### src/rtl/multicycle_ctrl_if.sv
// Control bundle between the multi-cycle sequencer and the MIPS datapath.
// The master side is the sequencer. The slave side is the datapath, or a bench standing in for it.
interface multicycle_ctrl_if;
    logic [5:0] opcode;
    logic       zero;
    logic       mem_ready;
    logic       pc_write;
    logic       pc_write_cond;
    logic       i_or_d;
    logic       mem_read;
    logic       mem_write;
    logic       ir_write;
    logic       mem_to_reg;
    logic       reg_dst;
    logic       reg_write;
    logic       alu_src_a;
    logic [1:0] alu_src_b;
    logic [1:0] alu_op;
    logic [1:0] pc_source;
    logic       illegal_op;
    logic       mem_timeout;

    modport master (
        input  opcode, zero, mem_ready,
        output pc_write, pc_write_cond, i_or_d, mem_read, mem_write, ir_write,
               mem_to_reg, reg_dst, reg_write, alu_src_a, alu_src_b, alu_op,
               pc_source, illegal_op, mem_timeout
    );

    modport slave (
        output opcode, zero, mem_ready,
        input  pc_write, pc_write_cond, i_or_d, mem_read, mem_write, ir_write,
               mem_to_reg, reg_dst, reg_write, alu_src_a, alu_src_b, alu_op,
               pc_source, illegal_op, mem_timeout
    );
endinterface

### src/rtl/multicycle_ctrl.sv
// Multi-cycle MIPS sequencer. It is a Moore FSM, except for the mem_ready qualifiers and the two error pulses.
// Memory states stall on mem_ready, and a stuck memory is abandoned after WAIT_TIMEOUT stalled cycles.
module multicycle_ctrl #(
    parameter int unsigned WAIT_TIMEOUT = 15
) (
    input logic            clk,
    input logic            rst_n,
    multicycle_ctrl_if.master bus
);
    localparam logic [5:0] OP_R    = 6'h00;
    localparam logic [5:0] OP_J    = 6'h02;
    localparam logic [5:0] OP_BEQ  = 6'h04;
    localparam logic [5:0] OP_ADDI = 6'h08;
    localparam logic [5:0] OP_LW   = 6'h23;
    localparam logic [5:0] OP_SW   = 6'h2B;
    localparam logic [7:0] TMO     = 8'(WAIT_TIMEOUT);

    typedef enum logic [3:0] {
        S_IDLE, S_FETCH, S_DECODE, S_MEMADR, S_MEMRD, S_MEMWB, S_MEMWR,
        S_EXEC, S_ALUWB, S_BRANCH, S_JUMP, S_ADDIEX, S_ADDIWB
    } state_e;

    state_e     state_q, state_d;
    logic [7:0] wcnt_q, wcnt_d;
    logic       in_mem, timeout;

    // The controller only enables the conditional PC load. The datapath gates it with zero.
    logic unused_zero;
    assign unused_zero = bus.zero;

    always_ff @(posedge clk or negedge rst_n) begin
        if (!rst_n) begin
            state_q <= S_IDLE;
            wcnt_q  <= '0;
        end else begin
            state_q <= state_d;
            wcnt_q  <= wcnt_d;
        end
    end

    always_comb begin
        state_d           = state_q;
        in_mem            = 1'b0;
        bus.pc_write      = 1'b0;
        bus.pc_write_cond = 1'b0;
        bus.i_or_d        = 1'b0;
        bus.mem_read      = 1'b0;
        bus.mem_write     = 1'b0;
        bus.ir_write      = 1'b0;
        bus.mem_to_reg    = 1'b0;
        bus.reg_dst       = 1'b0;
        bus.reg_write     = 1'b0;
        bus.alu_src_a     = 1'b0;
        bus.alu_src_b     = 2'b00;
        bus.alu_op        = 2'b00;
        bus.pc_source     = 2'b00;
        bus.illegal_op    = 1'b0;
        bus.mem_timeout   = 1'b0;

        case (state_q)
            S_IDLE: state_d = S_FETCH;
            S_FETCH: begin
                in_mem        = 1'b1;
                bus.mem_read  = 1'b1;
                bus.alu_src_b = 2'b01;
                bus.ir_write  = bus.mem_ready;
                bus.pc_write  = bus.mem_ready;
                if (bus.mem_ready) state_d = S_DECODE;
            end
            S_DECODE: begin
                bus.alu_src_b = 2'b11;
                case (bus.opcode)
                    OP_LW, OP_SW: state_d = S_MEMADR;
                    OP_R:         state_d = S_EXEC;
                    OP_BEQ:       state_d = S_BRANCH;
                    OP_J:         state_d = S_JUMP;
                    OP_ADDI:      state_d = S_ADDIEX;
                    default: begin
                        bus.illegal_op = 1'b1;
                        state_d        = S_FETCH;
                    end
                endcase
            end
            S_MEMADR: begin
                bus.alu_src_a = 1'b1;
                bus.alu_src_b = 2'b10;
                state_d       = (bus.opcode == OP_LW) ? S_MEMRD : S_MEMWR;
            end
            S_MEMRD: begin
                in_mem       = 1'b1;
                bus.mem_read = 1'b1;
                bus.i_or_d   = 1'b1;
                if (bus.mem_ready) state_d = S_MEMWB;
            end
            S_MEMWB: begin
                bus.reg_write  = 1'b1;
                bus.mem_to_reg = 1'b1;
                state_d        = S_FETCH;
            end
            S_MEMWR: begin
                in_mem        = 1'b1;
                bus.mem_write = 1'b1;
                bus.i_or_d    = 1'b1;
                if (bus.mem_ready) state_d = S_FETCH;
            end
            S_EXEC: begin
                bus.alu_src_a = 1'b1;
                bus.alu_op    = 2'b10;
                state_d       = S_ALUWB;
            end
            S_ALUWB: begin
                bus.reg_write = 1'b1;
                bus.reg_dst   = 1'b1;
                state_d       = S_FETCH;
            end
            S_BRANCH: begin
                bus.alu_src_a     = 1'b1;
                bus.alu_op        = 2'b01;
                bus.pc_source     = 2'b01;
                bus.pc_write_cond = 1'b1;
                state_d           = S_FETCH;
            end
            S_JUMP: begin
                bus.pc_write  = 1'b1;
                bus.pc_source = 2'b10;
                state_d       = S_FETCH;
            end
            S_ADDIEX: begin
                bus.alu_src_a = 1'b1;
                bus.alu_src_b = 2'b10;
                state_d       = S_ADDIWB;
            end
            S_ADDIWB: begin
                bus.reg_write = 1'b1;
                state_d       = S_FETCH;
            end
            default: state_d = S_FETCH;
        endcase

        // A ready memory beats the timeout on the same cycle.
        timeout = in_mem && !bus.mem_ready && (wcnt_q == TMO);
        if (timeout) begin
            bus.mem_timeout = 1'b1;
            state_d         = S_FETCH;
        end

        if (timeout || (state_d != state_q)) wcnt_d = '0;
        else if (in_mem && !bus.mem_ready)   wcnt_d = wcnt_q + 8'd1;
        else                                 wcnt_d = wcnt_q;
    end
endmodule

### src/flat_wrapper.sv
// flat-port wrapper written by rule: the top's interface ports become plain ports
module multicycle_ctrl_flat 
#(
    parameter int unsigned WAIT_TIMEOUT = 15
)
  (clk, rst_n, bus_opcode, bus_zero, bus_mem_ready, bus_pc_write, bus_pc_write_cond, bus_i_or_d, bus_mem_read, bus_mem_write, bus_ir_write, bus_mem_to_reg, bus_reg_dst, bus_reg_write, bus_alu_src_a, bus_alu_src_b, bus_alu_op, bus_pc_source, bus_illegal_op, bus_mem_timeout);
  multicycle_ctrl_if bus_i ();
  input logic clk;
  input logic rst_n;
  input wire logic [$bits(bus_i.opcode)-1:0] bus_opcode;
  input wire logic [$bits(bus_i.zero)-1:0] bus_zero;
  input wire logic [$bits(bus_i.mem_ready)-1:0] bus_mem_ready;
  output wire logic [$bits(bus_i.pc_write)-1:0] bus_pc_write;
  output wire logic [$bits(bus_i.pc_write_cond)-1:0] bus_pc_write_cond;
  output wire logic [$bits(bus_i.i_or_d)-1:0] bus_i_or_d;
  output wire logic [$bits(bus_i.mem_read)-1:0] bus_mem_read;
  output wire logic [$bits(bus_i.mem_write)-1:0] bus_mem_write;
  output wire logic [$bits(bus_i.ir_write)-1:0] bus_ir_write;
  output wire logic [$bits(bus_i.mem_to_reg)-1:0] bus_mem_to_reg;
  output wire logic [$bits(bus_i.reg_dst)-1:0] bus_reg_dst;
  output wire logic [$bits(bus_i.reg_write)-1:0] bus_reg_write;
  output wire logic [$bits(bus_i.alu_src_a)-1:0] bus_alu_src_a;
  output wire logic [$bits(bus_i.alu_src_b)-1:0] bus_alu_src_b;
  output wire logic [$bits(bus_i.alu_op)-1:0] bus_alu_op;
  output wire logic [$bits(bus_i.pc_source)-1:0] bus_pc_source;
  output wire logic [$bits(bus_i.illegal_op)-1:0] bus_illegal_op;
  output wire logic [$bits(bus_i.mem_timeout)-1:0] bus_mem_timeout;
  assign bus_i.opcode = bus_opcode;
  assign bus_i.zero = bus_zero;
  assign bus_i.mem_ready = bus_mem_ready;
  assign bus_pc_write = bus_i.pc_write;
  assign bus_pc_write_cond = bus_i.pc_write_cond;
  assign bus_i_or_d = bus_i.i_or_d;
  assign bus_mem_read = bus_i.mem_read;
  assign bus_mem_write = bus_i.mem_write;
  assign bus_ir_write = bus_i.ir_write;
  assign bus_mem_to_reg = bus_i.mem_to_reg;
  assign bus_reg_dst = bus_i.reg_dst;
  assign bus_reg_write = bus_i.reg_write;
  assign bus_alu_src_a = bus_i.alu_src_a;
  assign bus_alu_src_b = bus_i.alu_src_b;
  assign bus_alu_op = bus_i.alu_op;
  assign bus_pc_source = bus_i.pc_source;
  assign bus_illegal_op = bus_i.illegal_op;
  assign bus_mem_timeout = bus_i.mem_timeout;
  multicycle_ctrl #(.WAIT_TIMEOUT(WAIT_TIMEOUT)) u_core (.clk(clk), .rst_n(rst_n), .bus(bus_i));
endmodule
### config.mk
export PLATFORM = sky130hd
export DESIGN_NAME = multicycle_ctrl_flat
export DESIGN_NICKNAME = d
export VERILOG_FILES = /design/src/rtl/multicycle_ctrl_if.sv /design/src/rtl/multicycle_ctrl.sv /design/src/flat_wrapper.sv
export SDC_FILE = /design/constraint.sdc
export NUM_CORES = 1
export LEC_CHECK = 0
export CORE_MARGIN = 2
export CORE_UTILIZATION = 42
export CTS_CLUSTER_DIAMETER = 100
export DETAILED_ROUTE_END_ITERATION = 8
export PLACE_DENSITY = 0.75
export SLEW_MARGIN = 20
export SYNTH_ARGS = -nofsm -noshare
export SYNTH_HDL_FRONTEND = slang
export SYNTH_SLANG_ARGS = --single-unit
### constraint.sdc
create_clock -name clk -period 1.3 [get_ports clk]
set_input_delay 0.26 -clock clk [delete_from_list [all_inputs] [get_ports clk]]
set_output_delay 0.26 -clock clk [all_outputs]
set_load 0.03 [all_outputs]
==> metrics, run 1 <==
Mapped Nets 128; Run Error [ERROR DPL-0038] Utilization greater than 100%, impossible to legalize; DP Wirelength between 2000 and 3000 um; Post-synth top flop dfrtp_1; clock sink total 12; asr flop ratio synth 100%; worst_ep grt bus_illegal_op; syn avg cell area 8.16 um2; warnings from Yosys 0; largest net degree at the start of global routing 13; Mapped Area 955 um2; Cell variety after synth 43; Fail Step global routing; Row Count 17; Seq cells post-synth 12; io pins 28; Die H 51.7 um; number of synthesized flops with an enable pin 0; Die W 51.7 um; Worst EP kind output port; port buffer count 26; setup slack at placement -0.545 ns; hold_buf cts 0; placed insts 215; Placer Congestion 0.873; H-tree levels 1; sequential share of the synthesized area between 30% and 40%; CTS root buf clkbuf_4; status aborted with a tool error; Syn Inst Count about 120; CTS Buf Count 3; CTS Buffer Depth 2; Starting Density 44.0%
[cells by family after synthesis]
logic type               Yosys count  share of synthesized area [%]
adder cells (fa/ha/maj)            1                           1.31
multiplexers                       1                           1.18
flip-flops                        12                           31.5
AND/OR/NAND/NOR                   59                           33.7
buffers and inverters              8                           4.06
XOR/XNOR                           7                           6.42
AO/OA/AOI/OAI                     29                           21.9
[synth_stat cells (all sizes together), types with 2 or more instances]
cell type	instances	area, um2
o21ai	2	13.8
nand2	6	22.5
nor3	6	30.0
buf	3	20.0
nand2b	5	31.3
o2111ai	2	17.5
and3	4	25.0
dfrtp	12	300
xor2	6	52.6
o211ai	4	30.0
a21boi	2	15.0
a211o	3	26.3
inv	2	7.51
or2	2	12.5
nor3b	3	33.8
and2	2	12.5
o21bai	2	15.0
a21oi	7	35.0
nand3	3	15.0
clkbuf	3	11.3
nor2	20	75.1
[per-stage QoR]
| stage | area [um2] | setup TNS [ns] |
|---|---|---|
| 3_3_place_gp | 1730 | -6.62 |
| 3_5_place_dp | 1730 | -7.71 |
| 2_1_floorplan | 1150 | -1.35 |
| 4_1_cts | 2030 | -8.57 |
[what timing repair did]
action	CTS
buffers inserted	12
setup endpoints to repair	30
resized for setup	51
pin swaps	21
==> run 2, diff against run 1 <==
Settings changed: CORE_AREA from default to 2 2 63 65, CORE_MARGIN 2 to default, CORE_UTILIZATION 42 to default, CTS_CLUSTER_DIAMETER 100 to default, DIE_AREA from default to 0 0 65 67, PLACE_DENSITY 0.75 to default, PLACE_DENSITY_LB_ADDON from default to 0.15.
Clock period 1.3 ns to 1.7 ns, I/O delays scaled along.
==> run 2 against run 1 <==
Synthesized cell count unchanged. The flow now finishes, with violations (setup timing). Area after synthesis is the same.
==> metrics, run 2 <==
status complete, but fails checks; failing checks setup timing; Post-synth top flop dfrtp_1; leakage 0.809 nW; r2r worst-path depth 6; vias in the first global route 1188; first-pass GRT wire length approximately 5400 um; Mapped Nets 128 (unchanged); DR vias/cell just under 5; Top reg by flops u_core.wcnt_q; Syn Inst Count 117 (unchanged); Core Region 3610 um2; Max IR drop VDD 498 uV; CTS Buffer Depth 2 (unchanged); Slew headroom between 60% and 70%; top post-synthesis cells by area dfrtp_1 (31%), nor2_1 (7.9%), xor2_1 (5.5%); Pwr Density 1440 nW/um2; most frequent cells in the layout buf_4 (48), nor2_1 (15), buf_6 (14); Cell variety after synth 43 (unchanged); required time worst endpoint about 1.4 ns; CTS Buf Count 3 (unchanged); final worst setup slack -0.0708 ns; share of post-route cells with drive strength above 1 53.2%; Min-Delay Path Class primary input to async pin; largest net degree at the start of global routing 13; Final min period 1.77 ns; 1st-pass router iterations 4; Clock Latency Late Sink 0.25 ns; port buffer count 26 (unchanged); Row Count 22 (+5); Worst Setup Start Kind flop; endpoint type of the worst setup path primary output; Mapped Area 955 um2 (unchanged); Total Routed Length between 3000 and 4000 um; Worst R2R Setup Slack 0.09 ns; syn avg cell area 8.16 um2 (unchanged); Starting Density 26.5% (-18 points); top-count cell post-synth nor2_1; critical path type flop to primary output; ANT cells 0; cell area after layout around 1800 um2; Max Cap Violations 0; initial antenna violation count 0; io pins 28 (unchanged); drc violations 0; Via Count 1154; asr flop ratio synth 100% (unchanged); area fraction of the dominant cell type after synthesis 31.5% (unchanged); Crit Path Max Fanout 4; Worst Skew 0.00627 ns; hold_buf cts 0 (unchanged); CTS clk-pin slew, worst paths around 0.050 ns; biggest regs u_core.wcnt_q x8, u_core.state_q x4; # fillers 337; clock sink total 12 (unchanged); Final Slew Violations 0; Wirelength per Cell 13.4 um; setup violators final 10; most common library cell in the layout ignoring fill and taps buf_4; number of synthesized flops with an enable pin 0 (unchanged); CTS tree yes; top cells by count, synth nor2_1 (20), dfrtp_1 (12), a21oi_1 (7); CTS root buf clkbuf_8; Worst Tran Pin Value 0.542 ns; Seq cells post-synth 12 (unchanged); Max Freq 0.565 GHz; RSZ-0062 raised after global routing yes; die area 4360 um2; Die W 65 um (+26%); DP Wirelength 2120 um (-20%); sequential share of the synthesized area 31.5% (unchanged); final worst path period share 104%; Synth area leader dfrtp_1; 1st-iter DRT viols between 50 and 60; Layout area overhead 90.0%; Die H 67 um (+30%); Final Hold Vio Count 0; gr usage total 16.2%; setup_tns -0.403 ns; placed instance area 1420 um2 (-18%); DRT antenna net count 0; warnings from Yosys 0 (unchanged); fin nets 199; remaining global-route overflow 0; Placer Congestion 0.773 (-12%); Largest register FFs 8; CP arrival 1.43 ns; H-tree levels 1 (unchanged)
## run 2: cell counts after synthesis
Identical to the previous run, type by type.
## run 2: where the power goes
group          internal [mW]  switching [mW]  total, mW
sequential             0.346           0.103      0.449
clock                  0.156           0.104      0.260
combinational          0.952           0.952       1.90
## run 2: cell type report
cell class,instances,area (um2),share of cell area [%]
clock buffer,3,41.3,2.28
timing repair buffer,72,628,34.6
sequential,12,305,16.8
tap,48,60.1,3.31
multi-input combinational,97,772,42.6
inverter,2,7.51,0.414
## run 2: routing by layer
metal / global-route usage, % / share of wire, %
met5: 0 / 0
met4: 7.71 / 1.8
met3: 2.87 / 4.3
met2: 26.5 / 50
met1: 20.4 / 44
## run 2: cells by family after synthesis
group           after synthesis  share of synthesized area, %
xor+xnor                      7                          6.42
mux                           1                          1.18
flops                        12                          31.5
buf+inv                       8                          4.06
compound gates               29                          21.9
simple gates                 59                          33.7
fa+ha+maj                     1                          1.31
## run 2: critical path: stages, from the launching register on
cell and delay [ns]:
dfrtp_2 0.44, buf_6 0.14, nand2b_4 0.06, or2_4 0.26, a21oi_2 0.14, buf_6 0.14
## run 2: worst paths after layout
kind / from / to
setup / recovery: u_core.state_q[2] / bus_reg_write
hold / removal: rst_n / u_core.wcnt_q[1]
setup reg to reg: u_core.state_q[2] / u_core.wcnt_q[6]
hold reg to reg: u_core.wcnt_q[0] / u_core.wcnt_q[0]
max in group asynchronous: rst_n / u_core.state_q[0]
min in group clk: u_core.wcnt_q[0] / u_core.wcnt_q[0]
## run 2: timing repair
action	4_1_cts	5_1_grt
cloned	0	0
pin swaps	11	6
endpoints found under the setup margin	14	16
endpoints found under the hold margin	0	0
setup buffers	15	5
gates resized for setup	36	18
## run 2: per-stage QoR
step	util (%)	power, mW	instances	setup slack, ns	hold slack (ns)
after floorplan	-	1.26	117	-0.185	0.0444
final	50.3	2.61	234	-0.0708	0.449
after CTS	46.9	2.41	229	-0.0858	0.481
after detailed placement	39.4	1.83	211	-0.245	0.491
after global placement	39.4	1.84	211	-0.234	0.466
after global routing	50.3	2.77	234	-0.133	0.518
Note: power is estimated with default switching activity, not from simulation.
==> run 3, diff against run 2 <==
==> constraint.sdc (replaced) <==
create_clock -name clk -period 1.7 [get_ports clk]
set_input_delay 0.17 -clock clk [delete_from_list [all_inputs] [get_ports clk]]
set_output_delay 0.17 -clock clk [all_outputs]
set_load 0.03 [all_outputs]
==> run 3 against run 2 <==
The flow now finishes without violations. Setup slack gained 0.12 ns. Highest routed layer unchanged. Combinational power is 19% lower. Routed wire length decreased by 12%. Maximum frequency grew 7.5%. Clock power hardly changed. Power is 15% lower. Global-route usage fell by 2.7 points.
==> metrics, run 3 (synthesized netlist as in run 2, its figures left out) <==
status finished, final reports clean; vias in the first global route 975 (-18%); Placer Congestion 0.800 (+3.5%); Top reg by flops u_core.wcnt_q; DRT antenna net count 0 (unchanged); Starting Density 26.5% (unchanged); met2 Track Usage GR 20.6% (-5.9 points); Clock Latency Late Sink 0.24 ns (about the same); Worst Skew 0.000630 ns (-0.00564 ns); biggest regs u_core.wcnt_q x8, u_core.state_q x4; Via Count 1057 (-8.4%); drc violations 0 (unchanged); required time worst endpoint 1.53 ns (+0.17 ns); endpoint type of the worst setup path primary output; hold_buf cts 0 (unchanged); die area 4360 um2 (unchanged); 1st-pass router iterations 4 (unchanged); gr usage total 13.5% (-2.7 points); Crit Path Max Fanout 6 (+2); Die W 65 um (unchanged); initial antenna violation count 0 (unchanged); CTS Buffer Depth 2 (unchanged); CTS Buf Count 3 (unchanged); Slew headroom 62.7% (-1.0 points); Final Slew Violations 0 (unchanged); Final Power 2.21 mW (-15%); Layout area overhead 59.5%; Max Cap Violations 0 (unchanged); Core Region 3610 um2 (unchanged); io pins 28 (unchanged); CP arrival 1.48 ns (+0.05 ns); 1st-iter DRT viols 61 (+15%); CTS root buf clkbuf_8; r2r worst-path depth 5 (-1); Most Crowded Layer GR met2; port buffer count 26 (unchanged); DR vias/cell 4.89 (-0.77%); largest stage delay on the critical path 0.45 ns (about the same); RSZ-0062 raised after global routing yes; Max Freq 0.607 GHz (+7.5%); Worst Setup Start Kind flop; final worst path period share 96.9% (-7.3 points); largest net degree at the start of global routing 13 (unchanged); Slowest cell on crit path dfrtp_2; Worst R2R Setup Slack 0.19 ns (+0.10 ns); clock sink total 12 (unchanged); DP Wirelength 2010 um (-5.1%); setup_tns 0 ns (+0.403 ns); leakage 0.676 nW (-17%); R2R Path Start u_core.state_q[3]; share of post-route cells with drive strength above 1 40.5% (-13 points); placed instance area 1330 um2 (-6.4%); cell area after layout 1520 um2 (-16%); Min-Delay Path Class primary input to async pin; Final Hold Vio Count 0 (unchanged); H-tree levels 1 (unchanged); most common library cell in the layout ignoring fill and taps buf_4; M1 GR Usage 18.7% (-1.7 points); Final min period 1.65 ns (-0.124 ns); Final Util 42.2% (-8.1 points); Wirelength per Cell 12.8 um (-4.7%); met3 usage 3.55% (+0.68 points); crit-path cells buf_4 > nor3b_4 > o21ai_2 > nor2_4 > buf_6; Pwr Density 1450 nW/um2 (+0.98%); remaining global-route overflow 0 (unchanged); fin nets 181 (-9.0%); setup violators final 0 (-10); ANT cells 0 (unchanged); Max IR drop VDD 560 uV (+12%); most frequent cells in the layout buf_4 (43), nor2_1 (18), dfrtp_1 (8); critical path type flop to primary output; Worst Tran Pin Value 0.558 ns (+0.0152 ns); Die H 67 um (unchanged); Critical R2R Capture u_core.wcnt_q[7]; Row Count 22 (unchanged); Min Hold Slack 0.289 ns (-0.159 ns); CTS clk-pin slew, worst paths 0.05 ns (about the same); CTS tree yes; first-pass GRT wire length 4510 um (-16%); Largest register FFs 8 (unchanged); Total Routed Length 2760 um (-12%)
-- run 3: cell types whose count changed in the layout (fill, tap and decap cells not counted), sizes merged --
cell           before  now
buf                64   46
clkdlybuf4s50       1    7
dlygate4sd2         6    0
-- run 3: cell type report --
type	count	area, um2
timing repair buffer	54	439
tap	48	60.1
inverter	2	10.0
fill	365	2080
clock buffer	3	41.3
multi-input combinational	97	667
sequential	12	305
-- run 3: per-layer routing --
metal | share of wire (%) | vias to the layer above | wire length, um
met5 | 0 | - | 0
met4 | 0.83 | 0 | 23
met3 | 3.0 | 4 | 84
met2 | 46 | 18 | 1270
met1 | 50 | 500 | 1380
li1 | - | 535 | -
-- run 3: repair_timing --
action / 4_1_cts / 5_1_grt
gates resized for setup: 5 / 15
pin swaps: 0 / 3
setup buffers: 2 / 10
setup endpoints to repair: 9 / 6
-- run 3: where the power goes --
part / switching (mW) / total (mW) / internal [mW]
logic: 0.824 / 1.53 / 0.705
registers: 0.0819 / 0.428 / 0.346
clock network: 0.102 / 0.257 / 0.156
-- run 3: critical path, delay by kind of cell (launching register included) --
family / cells / cell delay [ns]
flip-flops: 1 / 0.45
AO/OA/AOI/OAI: 1 / 0.11
buffers and inverters: 2 / 0.31
AND/OR/NAND/NOR: 2 / 0.37
-- run 3: worst max path at each step --
stage / endpoint / cells after the start / slack (ns) / start
after floorplan: bus_pc_write / 4 / -0.02 / u_core.state_q[0]
after global routing: bus_mem_timeout / 5 / -0.02 / u_core.state_q[2]
after CTS: bus_mem_timeout / 5 / 0.01 / u_core.wcnt_q[0]
after global placement: u_core.state_q[1] / 5 / -0.005 / bus_opcode[1]
after detailed placement: u_core.wcnt_q[7] / 5 / 0.03 / bus_mem_ready
final: bus_mem_timeout / 5 / 0.05 / u_core.state_q[2]
-- run 3: stage by stage --
stage | cells | setup slack, ns
after detailed placement | 201 | 0.0314
after global routing | 216 | -0.0151
after global placement | 201 | -0.00531
after floorplan | 117 | -0.0152
final | 216 | 0.0528
after CTS | 206 | 0.0111
